## src/rtl/serial_sub_ctrl.sv

```systemverilog
// serial_sub_ctrl: bit-serial subtractor that walks a single full_subtractor
// cell across WIDTH-bit operands, LSB first, computing a_in - b_in - bin_in.
//
// Ports:
//   clk, rst_n          rising-edge clock, asynchronous active-low reset
//   in_valid/in_ready   operand handshake (a_in, b_in, bin_in)
//   out_valid/out_ready result handshake (diff_out, bout_out)
//   busy                high while an operation is RUNning or waiting in DONE
//
// Handshake rule (both sides): a transfer happens on a rising edge where
// valid and ready are both high. in_ready, out_valid and busy are pure decodes
// of the state register, so neither ready nor valid depends combinationally on
// the other side's inputs. A presented result (out_valid, diff_out, bout_out)
// is held stable until it is accepted.

module full_subtractor (
  input  logic a,
  input  logic b,
  input  logic c,
  output logic diff,
  output logic borrow
);
  assign diff   = a ^ b ^ c;
  assign borrow = (~a & b) | (~(a ^ b) & c);
endmodule

module serial_sub_ctrl #(
  parameter int WIDTH = 8
) (
  input  logic             clk,
  input  logic             rst_n,
  input  logic             in_valid,
  output logic             in_ready,
  input  logic [WIDTH-1:0] a_in,
  input  logic [WIDTH-1:0] b_in,
  input  logic             bin_in,
  output logic             out_valid,
  input  logic             out_ready,
  output logic [WIDTH-1:0] diff_out,
  output logic             bout_out,
  output logic             busy
);
  localparam int CW = $clog2(WIDTH + 1);

  typedef enum logic [1:0] {
    S_IDLE = 2'd0,
    S_RUN  = 2'd1,
    S_DONE = 2'd2
  } state_t;

  state_t state, state_nxt;

  logic [WIDTH-1:0] a_sr;
  logic [WIDTH-1:0] b_sr;
  logic [WIDTH-1:0] res_sr;
  logic             borrow_ff;
  logic [CW-1:0]    count;
  logic [WIDTH-1:0] diff_q;
  logic             bout_q;

  logic load;
  logic step;
  logic last_step;
  logic cell_diff;
  logic cell_borrow;

  full_subtractor u_cell (
    .a      (a_sr[0]),
    .b      (b_sr[0]),
    .c      (borrow_ff),
    .diff   (cell_diff),
    .borrow (cell_borrow)
  );

  // count holds the number of bit-steps already done; the step taken while
  // count == WIDTH-1 is the last of WIDTH steps.
  assign last_step = (count == CW'(WIDTH - 1));

  always_ff @(posedge clk or negedge rst_n) begin
    if (!rst_n) begin
      state <= S_IDLE;
    end else begin
      state <= state_nxt;
    end
  end

  always_comb begin
    state_nxt = state;
    in_ready  = 1'b0;
    out_valid = 1'b0;
    busy      = 1'b0;
    load      = 1'b0;
    step      = 1'b0;
    case (state)
      S_IDLE: begin
        in_ready = 1'b1;
        if (in_valid) begin
          load      = 1'b1;
          state_nxt = S_RUN;
        end
      end
      S_RUN: begin
        busy = 1'b1;
        step = 1'b1;
        if (last_step) begin
          state_nxt = S_DONE;
        end
      end
      S_DONE: begin
        busy      = 1'b1;
        out_valid = 1'b1;
        if (out_ready) begin
          state_nxt = S_IDLE;
        end
      end
      default: begin
        state_nxt = S_IDLE;
      end
    endcase
  end

  // The working shift registers change on every accept and step, so the
  // visible result lives in separate output registers that are loaded only on
  // the final step. That keeps diff_out/bout_out stable through DONE and after
  // the return to IDLE until the next result completes.
  always_ff @(posedge clk or negedge rst_n) begin
    if (!rst_n) begin
      a_sr      <= '0;
      b_sr      <= '0;
      res_sr    <= '0;
      borrow_ff <= 1'b0;
      count     <= '0;
      diff_q    <= '0;
      bout_q    <= 1'b0;
    end else if (load) begin
      a_sr      <= a_in;
      b_sr      <= b_in;
      borrow_ff <= bin_in;
      count     <= '0;
    end else if (step) begin
      a_sr      <= a_sr >> 1;
      b_sr      <= b_sr >> 1;
      borrow_ff <= cell_borrow;
      res_sr    <= {cell_diff, res_sr[WIDTH-1:1]};
      count     <= count + CW'(1);
      if (last_step) begin
        diff_q <= {cell_diff, res_sr[WIDTH-1:1]};
        bout_q <= cell_borrow;
      end
    end
  end

  assign diff_out = diff_q;
  assign bout_out = bout_q;

endmodule
```

## config.mk

```make
export PLATFORM = sky130hd
export DESIGN_NAME = serial_sub_ctrl
export DESIGN_NICKNAME = d
export VERILOG_FILES = /design/src/rtl/serial_sub_ctrl.sv
export SDC_FILE = /design/constraint.sdc
export NUM_CORES = 1
export LEC_CHECK = 0
export ABC_AREA = 1
export CAP_MARGIN = 20
export CELL_PAD_IN_SITES_DETAIL_PLACEMENT = 1
export CELL_PAD_IN_SITES_GLOBAL_PLACEMENT = 1
export CORE_ASPECT_RATIO = 2
export CORE_MARGIN = 2
export CORE_UTILIZATION = 40
export CTS_BUF_LIST = sky130_fd_sc_hd__clkbuf_4 sky130_fd_sc_hd__clkbuf_8
export CTS_CLUSTER_SIZE = 20
export DETAILED_ROUTE_END_ITERATION = 16
export DONT_BUFFER_PORTS = 1
export GPL_ROUTABILITY_DRIVEN = 0
export GPL_TIMING_DRIVEN = 1
export PLACE_DENSITY_LB_ADDON = 0.1
export SYNTH_ARGS = -nofsm -noshare
export SYNTH_HDL_FRONTEND = slang
export SYNTH_HIERARCHICAL = 1
export SYNTH_SLANG_ARGS = --single-unit
```

## constraint.sdc

```tcl
create_clock -name clk -period 2.55 [get_ports clk]
set_input_delay 0.51 -clock clk [delete_from_list [all_inputs] [get_ports clk]]
set_output_delay 0.51 -clock clk [all_outputs]
set_load 0.05 [all_outputs]
```

==> flow_metrics.py <==
metrics = {
    "setup_path": {
        "worst_path_largest_cell_delay_ps": 570,
        "rrSetupSlack_ps": 740,
        "crit_required_ps": 2040,
        "cp.arrival_ps": 1340,
        "timing.rr.start": "state[0]",
        "crit_chain": "inv_1 -> ha_1",
        "cp_top_family": "adder cells",
        "critical_path_class": "reg2out",
        "reg2regPathDepth": 7,
        "cp-start-kind": "flip-flop",
        "endpoint": "busy",
        "worstPathMaxFanout": 4,
        "cp_num_buf_inv": 1,
        "cp-end-kind": "output pin",
        "path_depth": 2,
        "crit_start": "state[0]",
        "r2r_end": "b_sr[2]",
        "slowest_stage": "ha_1",
    },
    "synthesis": {
        "syn_avg_cell_area_um2": 9.00,
        "synth.distinct_cells": 19,
        "ys_warn_count": 6,
        "syn_area_um2": 1800,
        "ys_seq_area_frac": 0.542,
        "synth_fp_nets": 227,
        "synth-seq-cells": 39,
        "synthCells": 200,
    },
    "sta": {
        "hold_viol_final": 0,
        "setup_violations": 0,
        "max_clock_freq_mhz": 540,
        "rsz0062_at_grt": "false",
        "period_share": 0.727,
        "fin_skew_ps": 3.36,
        "final_max_slew_viol_count": 0,
        "maxSlewHeadroom": 0.651,
        "fin_ws_ps": 697,
        "tightestPinTransition_ps": 523,
        "fin_crit_ps": 1850,
        "final.setup.tns_ps": 0,
    },
    "global_routing": {
        "grt_antenna_before_repair": 0,
        "grt_pass1_wl_um": 6350,
        "track_usage": 0.166,
        "overflow": 0,
        "first_global_vias": 1421,
        "grt_max_degree": 40,
    },
    "placement": {
        "dp_slack_ps": 705,
        "port_buffers": 0,
        "place_area_um2": 1840,
        "placedCellCount": 249,
        "hpwl_um": 2560,
    },
    "floorplan": {
        "fp.dieH_um": 98.8,
        "initial_utilization": 0.415,
        "fp.dieArea_um2": 5080,
        "core_area_um2": 4340,
        "io_pins": 33,
        "rows": 34,
        "fp.dieW_um": 51.4,
    },
    "final_layout": {
        "areaGrowthSynthToFinish_pct": 9.18,
        "final_common_cell": "nand2_1",
        "mostFrequentLayoutCells": "47 x nand2_1, 39 x dfrtp_1, 26 x a21oi_1",
        "stdcell_area_um2": 1960,
        "layout-drive-gt1-share": 0.123,
        "layout.cells.non_filler": 258,
        "nets": 230,
        "diodes": 0,
    },
    "power_and_ir_drop": {
        "power_mw": 2.48,
        "p_leak_nw": 0.922,
        "powerDensity_nw_per_um2": 1260,
        "peakVddDrop_mv": 0.559,
    },
    "route": {
        "via_count": 1350,
        "drc": 0,
        "drtAntennaViolNets": 0,
        "via_per_inst": 5.23,
        "drt_iter0_markers": 10,
        "post_drt_wl_per_cell_um": 14.0,
        "drt_pass1_iterations": 4,
        "wl_um": 3610,
    },
    "cts": {
        "cts_resized": 0,
        "cts_tree": "yes",
        "insertion_delay_ps": 290,
        "cts_setup_buffers": 0,
        "h-tree-depth": 2,
        "clock_sinks": 39,
        "cts_inserted_buffers": 5,
        "clockRootBuffer": "clkbuf_8",
        "clk_pin_slew_worst_paths_ps": 70,
        "ctsLongestPathBuffers": 2,
    },
    "hold_path": {
        "hold_class": "in2async",
    },
    "outcome": {
        "status": "completed",
    },
    "run": {
        "drv_cap": 0,
    },
}
## what timing repair did
item | in CTS | in global routing
endpoints found under the setup margin | 0 | 0
hold buffers | 1 | 0
hold endpoints to repair | 39 | 0
## report_power, final
part           total (mW)  internal, mW  switching [mW]  leakage, nW
combinational       0.959         0.315           0.644        0.370
sequential           1.05         0.856           0.199        0.497
clock               0.468         0.258           0.211       0.0549
total                2.48          1.43            1.05        0.922
## kinds of logic after synthesis
group                      after synthesis  synth area share
adders and majority gates                6            0.0459
AOI/OAI and AO/OA                       43             0.138
and+or+nand+nor                         82             0.196
buffers and inverters                   29            0.0723
xor gates and xnor gates                 1           0.00487
DFF                                     39             0.542
## registers in the layout (all words and copies together), names as in the netlist
signal,cells
state,2
res_sr,7
a_sr,8
b_sr,8
bout_out,1
borrow_ff,1
count,4
diff_out,8
## layout make-up
cell class,count,area [µm²]
fill,524,2370
sequential,39,976
multi-input combinational,132,693
clock buffer,8,104
inverter,21,81.3
tap,54,67.6
timing repair buffer,4,42.5
## Yosys cell counts
master    n  area, µm²
nand2_2   1       6.26
fa_1      1       20.0
nand4_4   1       21.3
dfrtp_1  39        976
buf_4     1       7.51
inv_1    19       71.3
buf_6     1       11.3
inv_4     1       6.26
nor3b_1   1       7.51
ha_1      5       62.6
buf_2     6       30.0
o21ai_0   8       40.0
nor2_1   15       56.3
inv_2     1       3.75
xnor2_1   1       8.76
o21ai_2   9       78.8
a21oi_1  26        130
nand3_1  17       85.1
nand2_1  47        176
## stage by stage
step            util  hold WS, ps
3_3_place_gp   0.424          215
5_1_grt        0.453         60.9
2_1_floorplan      -          214
3_5_place_dp   0.424          215
4_1_cts        0.453         56.8
6_report       0.453         47.0
## routing by layer
layer  wire length (µm)  share of wire  GRT usage  vias up
met5                  0              0          0        -
met4                129          0.036     0.0911        0
met3                144          0.040     0.0364       14
met2               2020           0.56      0.297       36
met1               1320           0.36      0.170      654
li1                   -              -          -      646
## worst register-to-register path, delay by kind of cell (launching register included)
kind | cells | cell delay, ps
adder cells (fa/ha/maj) | 1 | 200
AO/OA/AOI/OAI | 2 | 260
flip-flops | 1 | 410
AND/OR/NAND/NOR | 1 | 370
buffers and inverters | 3 | 460
## worst min path at each step
stage,start,to,cells after the start
2_1_floorplan,rst_n,a_sr[0],0
3_3_place_gp,rst_n,res_sr[1],0
3_5_place_dp,rst_n,diff_out[0],0
4_1_cts,rst_n,b_sr[3],1
5_1_grt,rst_n,b_sr[3],1
6_report,rst_n,diff_out[0],1
Note: power is estimated with default switching activity, not from simulation.
